<file path="src/rtl/alu_mul_sequencer.sv">
// alu_mul_sequencer: 32x32 -> low-32 shift-and-add multiplier that drives an
// external shared ALU. Each of the 32 iterations takes three cycles:
// ADD (conditional accumulate), SHL (multiplicand << 1) and SHR
// (multiplier >> 1). The result is registered on entry to DONE and held
// until the next DONE.
module alu_mul_sequencer (
  input  logic        clk,
  input  logic        rst,
  input  logic        start,
  input  logic [31:0] op_a,
  input  logic [31:0] op_b,
  output logic        busy,
  output logic        done,
  output logic [31:0] product,
  output logic [31:0] alu_in1,
  output logic [31:0] alu_in2,
  output logic [4:0]  alu_shamt,
  output logic [3:0]  alu_control,
  input  logic [31:0] alu_out
);

  typedef enum logic [2:0] {
    S_IDLE = 3'd0,
    S_ADD  = 3'd1,
    S_SHL  = 3'd2,
    S_SHR  = 3'd3,
    S_DONE = 3'd4
  } state_e;

  localparam logic [3:0] CTL_ADD  = 4'b1000;
  localparam logic [3:0] CTL_SLL  = 4'b0100;
  localparam logic [3:0] CTL_SRL  = 4'b0101;
  localparam logic [3:0] CTL_IDLE = 4'b0111;

  state_e      state_q, state_d;
  logic [31:0] acc_q, acc_d;
  logic [31:0] mcand_q, mcand_d;
  logic [31:0] mplier_q, mplier_d;
  logic [4:0]  iter_q, iter_d;
  logic [31:0] product_q, product_d;
  logic        busy_q, busy_d;
  logic        done_q, done_d;

  // ALU operand/control decode: depends only on the state and internal registers.
  always_comb begin
    alu_in1     = 32'd0;
    alu_in2     = 32'd0;
    alu_shamt   = 5'd0;
    alu_control = CTL_IDLE;
    case (state_q)
      S_ADD: begin
        alu_in1     = acc_q;
        alu_in2     = mcand_q;
        alu_shamt   = 5'd0;
        alu_control = CTL_ADD;
      end
      S_SHL: begin
        alu_in1     = mcand_q;
        alu_in2     = 32'd1;
        alu_shamt   = 5'd1;
        alu_control = CTL_SLL;
      end
      S_SHR: begin
        alu_in1     = mplier_q;
        alu_in2     = 32'd1;
        alu_shamt   = 5'd1;
        alu_control = CTL_SRL;
      end
      default: begin
        alu_in1     = 32'd0;
        alu_in2     = 32'd0;
        alu_shamt   = 5'd0;
        alu_control = CTL_IDLE;
      end
    endcase
  end

  // Next-state and datapath update; the ALU result is consumed in the same cycle.
  always_comb begin
    state_d   = state_q;
    acc_d     = acc_q;
    mcand_d   = mcand_q;
    mplier_d  = mplier_q;
    iter_d    = iter_q;
    product_d = product_q;
    case (state_q)
      S_IDLE: begin
        if (start) begin
          acc_d    = 32'd0;
          mcand_d  = op_a;
          mplier_d = op_b;
          iter_d   = 5'd0;
          state_d  = S_ADD;
        end else begin
          state_d  = S_IDLE;
        end
      end
      S_ADD: begin
        if (mplier_q[0]) begin
          acc_d = alu_out;
        end else begin
          acc_d = acc_q;
        end
        state_d = S_SHL;
      end
      S_SHL: begin
        mcand_d = alu_out;
        state_d = S_SHR;
      end
      S_SHR: begin
        mplier_d = alu_out;
        iter_d   = iter_q + 5'd1;
        // acc is final once the last ADD has been taken, so capture it here.
        if (iter_q < 5'd31) begin
          state_d = S_ADD;
        end else begin
          state_d   = S_DONE;
          product_d = acc_q;
        end
      end
      S_DONE: begin
        state_d = S_IDLE;
      end
      default: begin
        state_d = S_IDLE;
      end
    endcase
  end

  // Status flags are registered from the next state so they track state_q exactly.
  always_comb begin
    busy_d = 1'b0;
    done_d = 1'b0;
    case (state_d)
      S_ADD, S_SHL, S_SHR: begin
        busy_d = 1'b1;
        done_d = 1'b0;
      end
      S_DONE: begin
        busy_d = 1'b0;
        done_d = 1'b1;
      end
      default: begin
        busy_d = 1'b0;
        done_d = 1'b0;
      end
    endcase
  end

  // State, datapath and output registers with asynchronous reset.
  always_ff @(posedge clk or posedge rst) begin
    if (rst) begin
      state_q   <= S_IDLE;
      acc_q     <= 32'd0;
      mcand_q   <= 32'd0;
      mplier_q  <= 32'd0;
      iter_q    <= 5'd0;
      product_q <= 32'd0;
      busy_q    <= 1'b0;
      done_q    <= 1'b0;
    end else begin
      state_q   <= state_d;
      acc_q     <= acc_d;
      mcand_q   <= mcand_d;
      mplier_q  <= mplier_d;
      iter_q    <= iter_d;
      product_q <= product_d;
      busy_q    <= busy_d;
      done_q    <= done_d;
    end
  end

  assign busy    = busy_q;
  assign done    = done_q;
  assign product = product_q;

endmodule

</file>
<file path="config.mk">
export PLATFORM = sky130hd
export DESIGN_NAME = alu_mul_sequencer
export DESIGN_NICKNAME = d
export VERILOG_FILES = /design/src/rtl/alu_mul_sequencer.sv
export SDC_FILE = /design/constraint.sdc
export NUM_CORES = 1
export LEC_CHECK = 0
export CORE_ASPECT_RATIO = 0.5
export CORE_MARGIN = 2
export CORE_UTILIZATION = 51
export DETAILED_ROUTE_END_ITERATION = 16
export PLACE_DENSITY = 0.86
export SETUP_SLACK_MARGIN = 0.02
export SLEW_MARGIN = 20
export SYNTH_ARGS = -nofsm -noshare
export SYNTH_HDL_FRONTEND = slang
export SYNTH_SLANG_ARGS = --single-unit
</file>
<file path="constraint.sdc">
create_clock -name clk -period 11.4 [get_ports clk]
set_input_delay 2.28 -clock clk [delete_from_list [all_inputs] [get_ports clk]]
set_output_delay 2.28 -clock clk [all_outputs]
set_load 0.01 [all_outputs]
</file>
### Word-level counts from Yosys, hierarchy flattened

Cells that the tools add are included.

* register bits after elaboration: 138
* bits in latches: 0
* memory bits (writable): 0
* ROM bits: 0
* bits of input ports: 99
* output and inout bits: 107
* memories kept: 0

* add/sub/neg operators: 1
* $mul: 0
* divide/modulo/power cells: 0
* magnitude comparators: 1
* eq/ne operators: 9
* shift operators: 0
* multiplexer cells: 18
* bitwise gates (word level): 1
* reductions and logical operators: 10

Operators with widths (count)
* $pmux W32 S2: 4
* $mux W32: 4
* $pmux W32 S3: 1
* $eq A3 B2 Y1 const B: 4
* $pmux W3 S4: 1
* $pmux W4 S3: 1
* $pmux W5 S2: 1
* $eq A3 B1 Y1 const B: 2
* $reduce_and A2 Y1: 3
* $reduce_bool A2 Y1: 3
* $add A5 B1 Y5 const B: 1
* $lt A5 B5 Y1 const B: 1
* $mux W5: 1
* $mux W1: 4
* $ne A2 B2 Y1 const B: 2
* $eq A3 B3 Y1 const B: 1
* $logic_not A3 Y1: 1
* $mux W3: 1
* $reduce_and A3 Y1: 1
* $reduce_or A3 Y1: 1
* $reduce_or A2 Y1: 1
* $not A1 Y1: 1

### Depth between registers and ports, before layout

Gate-level depths: netlist of the first run.

* depth in word-level cells: 6
* mapped depth: 6
* depth with buffers taken out: 4

### Worst setup path after synthesis of the first run

OpenSTA, ideal clock, no wires.

* path kind: flip-flop to output port
* from: register state_q[2]
* to: output port alu_in2[10]
* arrival: 1576 ps
* data required time: 9120 ps
* slack: 7544 ps
* stages on the path, launching flop included: 6
* path buffers: 2
* path through: dfrtp_1 > clkbuf_1 > nor3b_2 > inv_1 > clkbuf_1 > nor2_1

* longest elaborated chain between the ends: 3

RTL lines
* start, declared: line 35 `state_e state_q, state_d;`
* start signal, assigned: line 162 `state_q <= state_d;`
* $eq A3 B2 Y1: line 50 `case (state_q)`
* $reduce_or A2 Y1 (no source line)
* $pmux W32 S2 (*): line 50
* end, declared: line 16 `output logic [31:0] alu_in2,`

Mark *: on every way between the ends. The rest lies on a longest branch, timed or not.

### Worst setup path after layout of the first run

* from: register state_q[1]
* to: output port alu_in1[11]

* longest elaborated chain between the ends: 2

RTL lines
* $eq A3 B2 Y1 or $eq A3 B1 Y1 (tied branches): line 50
* $pmux W32 S3 (*): line 50
* end, declared: line 15 `output logic [31:0] alu_in1,`

Marks and branches as above.

==> results of run 1 <==
-- layout by cell type, fill, tap and decap left out, types with 32 or more instances in the layout --
master / n
o22ai_1: 64
mux2_2: 63
clkdlybuf4s50_1: 201
mux2i_1: 33
inv_1: 98
nor2_1: 64
nand2_1: 34
a21oi_1: 64
a22oi_1: 32
dfrtp_1: 135
-- Yosys cell counts (2+ instances only) --
cell      number  area share
o21ai_0        3      0.0022
o22ai_1       64       0.059
a21oi_1       64       0.047
nor3b_1        2      0.0022
clkbuf_1      27       0.015
buf_6          6       0.010
dfrtp_1      138        0.51
buf_1          3      0.0017
nor2b_1        3      0.0028
mux2i_1       33       0.049
inv_1         99       0.055
and2_1         2      0.0019
mux2_2        63        0.11
nand3_1        5      0.0037
nor2_1        64       0.036
buf_2         13      0.0096
buf_4          7      0.0078
a22oi_1       32       0.036
nand2_1       34       0.019
-- per-stage QoR --
stage	cell area, um2	setup WS, ns
detailed placement	8800	6.297
global route	9407	5.892
global placement	8800	6.359
CTS	9388	6.031
finish	9407	5.962
floorplan	6761	5.424
-- sequential cells by signal (all words and copies together) (netlist names) --
name      cells
state_q       3
mplier_q     32
done          1
iter_q        5
busy          1
mcand_q      32
acc_q        32
product      32
-- logic make-up (layout without fill, tap and decap cells) --
group           Yosys count  count (layout)  synth area share
compound gates          169             169            0.1518
buf+inv                 155             343           0.09917
flops                   138             138            0.5116
simple gates            118             118           0.07803
mux                      97              97            0.1557
fa+ha+maj                 1               1          0.001853
other cells               1               4         0.0005555
xor+xnor                  1               1          0.001298
-- final timing paths --
check	start	to	slack [ns]	depth (start not counted)
max reg2reg	state_q[2]$_DFF_PP0_	mcand_q[12]$_DFFE_PP0P_	8.01	4
max	state_q[1]$_DFF_PP0_	alu_in1[11]	5.96	5
min in group asynchronous	rst	mcand_q[1]$_DFFE_PP0P_	2.29	2
min	product[14]$_DFFE_PP0N_	product[14]$_DFFE_PP0N_	0.49	1
max in group asynchronous	rst	state_q[1]$_DFF_PP0_	7.93	3
min reg2reg	product[14]$_DFFE_PP0N_	product[14]$_DFFE_PP0N_	0.49	1
-- per-layer routing --
| layer | global-route usage | share of wire |
|---|---|---|
| met5 | 0 | 0 |
| met4 | 0.1309 | 0.029 |
| met3 | 0.05037 | 0.073 |
| met2 | 0.4778 | 0.48 |
| met1 | 0.3849 | 0.42 |
-- power by group --
group          total [W]  internal (W)  switching [W]
clock network   0.000549      0.000339       0.000210
registers       0.000784      0.000661       0.000123
logic            0.00136      0.000639       0.000717
total            0.00269       0.00164        0.00105
-- area by class of cell --
| type | instances | area, um2 | share of cell area |
|---|---|---|---|
| flip-flops and latches | 138 | 3457 | 0.3675 |
| multi-input cells | 390 | 2659 | 0.2827 |
| repair buffers | 213 | 2113 | 0.2247 |
| clock buffers | 21 | 470.5 | 0.05001 |
| inverters | 99 | 376.6 | 0.04004 |
| well taps | 170 | 212.7 | 0.02261 |
| clock inverters | 10 | 117.6 | 0.01250 |
==> results.tsv, run 1 <==
stage	metric	value	unit
yosys	netlist_instances	680	
critical_path	required	9.12	ns
die	ios	206	
timing	final.min_clock_period	5.438	ns
final_layout	fin_nets	959	
final_layout	drive_above_1_share	0.1320	
drt	drc	0	
critical_path	slowest_delay	0.83	ns
global_routing	grt_remaining_overflow	0	
drt	viasPerCell	5.884	
timing	hold_ws	0.4896	ns
yosys	synth_edf_count	0	
critical_path	critPathCaptureType	output port	
drt	dr.pass1.iters	5	
clock_network	root_buffer	clkbuf_16	
pwr	ir_worst_vdd	0.1520	mV
timing	fmax	183.9	MHz
drt	vias	6125	
timing	skew	0.007210	ns
die	initial_core_util	0.5270	
critical_path	path_cells	buf_4 -> nor2b_4 -> a22oi_1 -> nor2_1 -> clkdlybuf4s50_1	
timing	slew_violations	0	
yosys	ys_warn_count	0	
timing	hold_viol	0	
global_routing	first_global_vias	6264	
global_routing	grt_max_degree	84	
drt	routed_wl	20.72	mm
global_routing	grt_pass1_wl	32.46	mm
timing	worstMarginPinSlew	1.013	ns
drt	avgRoutedWirePerCell	19.90	um
yosys	synth_cell_types	37	
yosys	postSynth.asyncResetShare	1.000	
timing	grt_setup_unrepaired	no	
clock_network	post_cts_buffers	0	
die	die_width	166.7	um
critical_path	path_class	flop to output port	
pwr	power_leakage	4.186	nW
yosys	ys.flop_type	dfrtp_1	
clock_network	cts_tree	built	
final_layout	n_fill_cell	904	
die	rows	29	
final_layout	postLayoutCoreUtil	0.7344	
status	status	finished clean	
clock_network	clock_latency	0.41	ns
final_layout	final_cells	1041	
global_routing	antenna_found_initial	0	
critical_path	worst_path_max_delay_cell	nor2b_4	
die	die_y	85.35	um
critical_path	path_buf_inv	2	
min_path	hp-class	flop to flop	
clock_network	cts_buffer_depth	2	
critical_path	crit_fanout	33	
pwr	power	0.002689	W
global_routing	track_usage	0.2908	
final_layout	area_growth	39.35	%
clock_network	post_cts_resized	0	
timing	slew_headroom	0.3234	
critical_path	startpoint_type	flop	
die	dieArea	14230	um2
placement	hpwl	13.10	mm
yosys	netlist_area	6750	um2
drt	drt_iter0_markers	578	
placement	placed_cells	1009	
critical_path	worstPathArrival	3.16	ns
critical_path	critPathTopFamily	simple AND/OR/NAND/NOR gates	
final_layout	antenna-diode-count	0	
timing	setup_violations	0	
yosys	syn_area_per_cell	9.927	um2
clock_network	cts.clk_slew.worst_paths	0.06	ns
clock_network	htreeDepth	4	
placement	gp_congestion	0.8558	
yosys	synth_seq_area_share	0.5116	
yosys	synth-seq-cells	138	
timing	period_share	0.4770	
die	core_area	12810	um2
clock_network	cts_hold_buf	0	
timing	tns	0	ns
placement	port_buffers	201	
drt	ant_nets	0	
clock_network	cts_inserted_buffers	17	
clock_network	cts_sinks	138	
pwr	power.density	285.9	nW/um2
run	drv_cap	0	
Power figures use the tool's default switching activity.
==> run 2: changes to the inputs <==
Settings changed: CORE_UTILIZATION 51 to 43, PLACE_DENSITY 0.86 to 0.77.
Clock period 11.4 ns to 4.7 ns, I/O delays scaled along.
==> results.tsv, run 2 (synthesis gave the netlist of run 1 again) <==
stage	metric	value	unit	change
status	status	finished clean		
clock_network	cts_buffer_depth	2		unchanged
pwr	combPwrFrac	0.488		-0.016
clock_network	root_buffer	clkbuf_16		
final_layout	layout_common_cells	clkdlybuf4s50_1 (201), dfrtp_1 (135), inv_1 (98)		
timing	slew_headroom	0.3187		-0.004754
global_routing	grt_max_degree	110		+31%
pwr	p_int	0.004096	W	+150%
clock_network	cts_tree	built		
final_layout	antenna-diode-count	0		unchanged
pwr	power.density	699.1	nW/um2	+140%
drt	avgRoutedWirePerCell	19.81	um	-0.45%
clock_network	post_cts_resized	0		unchanged
die	initial_core_util	0.4390		-0.08796
timing	hold_ws	0.4860	ns	-0.003569 ns
die	ios	206		unchanged
timing	skew	0.006889	ns	-0.0003205 ns
clock_network	cts.clk_slew.worst_paths	0.06	ns	about the same
timing	fmax	239.6	MHz	
timing	worstMarginPinSlew	1.022	ns	+0.009279 ns
global_routing	track_usage	0.2604		-0.03043
critical_path	worst_path_max_delay_cell	dfrtp_2		
pwr	p_sw	0.002550	W	+140%
clock_network	cts_hold_buf	0		unchanged
final_layout	area_growth	40.82	%	
timing	hold_viol	0		unchanged
drt	drc	0		unchanged
pwr	power_leakage	4.213	nW	+0.64%
clock_network	clock_latency	0.42	ns	about the same
pwr	ir_worst_vdd	0.3592	mV	+140%
placement	hpwl	13.71	mm	+4.6%
global_routing	antenna_found_initial	0		unchanged
timing	tns	0	ns	unchanged
critical_path	worstPathArrival	3.23	ns	+0.07 ns
drt	vias	5973		-2.5%
timing	final.min_clock_period	4.173	ns	
min_path	hp-class	flop to flop		
critical_path	slowest_delay	1.00	ns	+0.17 ns
final_layout	n_fill_cell	1223		+35%
final_layout	mostFrequentLayoutCell	clkdlybuf4s50_1		
clock_network	htreeDepth	4		unchanged
die	die_width	181.2	um	+8.7%
run	drv_cap	0		unchanged
timing	setup_violations	0		unchanged
pwr	p_clk_frac	0.221		+0.017
global_routing	grt_remaining_overflow	0		unchanged
clock_network	cts_sinks	138		unchanged
die	die_y	92.60	um	+8.5%
final_layout	drive_above_1_share	0.1340		+0.001988
clock_network	cts_inserted_buffers	17		unchanged
critical_path	critPathCaptureType	output port		
critical_path	required	3.76	ns	-5.36 ns
drt	routed_wl	21.34	mm	+3.0%
placement	gp_congestion	0.8102		-5.3%
global_routing	grt_pass1_wl	33.59	mm	+3.5%
critical_path	path_class	flop to output port		
global_routing	first_global_vias	6392		+2.0%
pwr	switching_share	0.3837		-0.006797
drt	viasPerCell	5.546		-5.7%
critical_path	path_cells	nor3b_4 -> inv_1 -> buf_4 -> clkdlybuf4s50_1		
drt	dr.pass1.iters	5		unchanged
timing	slew_violations	0		unchanged
die	core_area	15370	um2	+20%
final_layout	fin_nets	961		+0.21%
pwr	power	0.006645	W	+150%
die	dieArea	16780	um2	+18%
critical_path	crit_fanout	42		+27%
timing	grt_setup_unrepaired	no		
pwr	pwr-share-seq	0.291		about the same
critical_path	startpoint_type	flop		
timing	period_share	0.8880		
placement	port_buffers	201		unchanged
die	rows	32		+10%
drt	ant_nets	0		unchanged
drt	drt_iter0_markers	486		-16%
clock_network	post_cts_buffers	0		unchanged
## run 2: changes by cell type in the layout (fill, tap and decap cells not counted)
cell	change
buf_4	+4
buf_6	-1
buf_8	-1
bufinv_16	+3
clkbuf_8	-2
clkinv_4	-1
clkinvlp_4	+1
inv_6	-1
## run 2: layout make-up
class                      instances  area [um2]  share of cell area
inverter                          99       376.6             0.03962
tap                              204       255.2             0.02685
clock buffer                      19       442.9             0.04660
sequential                       138        3457              0.3637
multi-input combinational        390        2659              0.2797
timing repair buffer             215        2117              0.2227
clock inverter                    12       197.7             0.02080
## run 2: worst paths after layout
path                                         start                       end  slack, ns  cells after the start
max                           state_q[1]$_DFF_PP0_            alu_control[2]       0.53                      4
max reg2reg                   state_q[0]$_DFF_PP0_  mplier_q[30]$_DFFE_PP0P_       1.60                      5
min                        product[14]$_DFFE_PP0N_   product[14]$_DFFE_PP0N_       0.49                      1
max in group asynchronous                      rst  mplier_q[25]$_DFFE_PP0P_       2.73                      3
min in group asynchronous                      rst    mcand_q[1]$_DFFE_PP0P_       1.13                      2
min reg2reg                product[14]$_DFFE_PP0N_   product[14]$_DFFE_PP0N_       0.49                      1
## run 2: worst max-delay path, delay by kind of cell, from the launching register on
| family | cells | cell delay [ns] |
|---|---|---|
| buffers and inverters | 3 | 1.68 |
| DFF | 1 | 1.00 |
| and+or+nand+nor | 1 | 0.09 |
## run 2: power by group through the flow
stage	Clock, W	Combinational, W	Sequential (W)
final	0.00147	0.00324	0.00194
after CTS	0.00148	0.00325	0.00193
after global routing	0.00154	0.00349	0.00199
after floorplan	0	0.00195	0.00180
after global placement	0	0.00314	0.00192
after detailed placement	0	0.00322	0.00195
## run 2: per-stage QoR
| stage | std cells | cell area, um2 | setup slack, ns | util |
|---|---|---|---|---|
| global route | 1077 | 9505 | 0.4549 | 0.6182 |
| floorplan | 683 | 6761 | 0.06384 | - |
| finish | 1077 | 9505 | 0.5265 | 0.6182 |
| detailed placement | 1046 | 8865 | 1.010 | 0.5766 |
| global placement | 1046 | 8865 | 1.083 | 0.5766 |
| CTS | 1077 | 9505 | 0.5826 | 0.6182 |
## run 2: metal layers
metal	share of wire	GRT usage	vias to the layer above
met2	0.48	0.4275	281
li1	-	-	2674
met5	0	0	-
met1	0.43	0.3401	2971
met4	0.024	0.09417	0
met3	0.070	0.06134	47
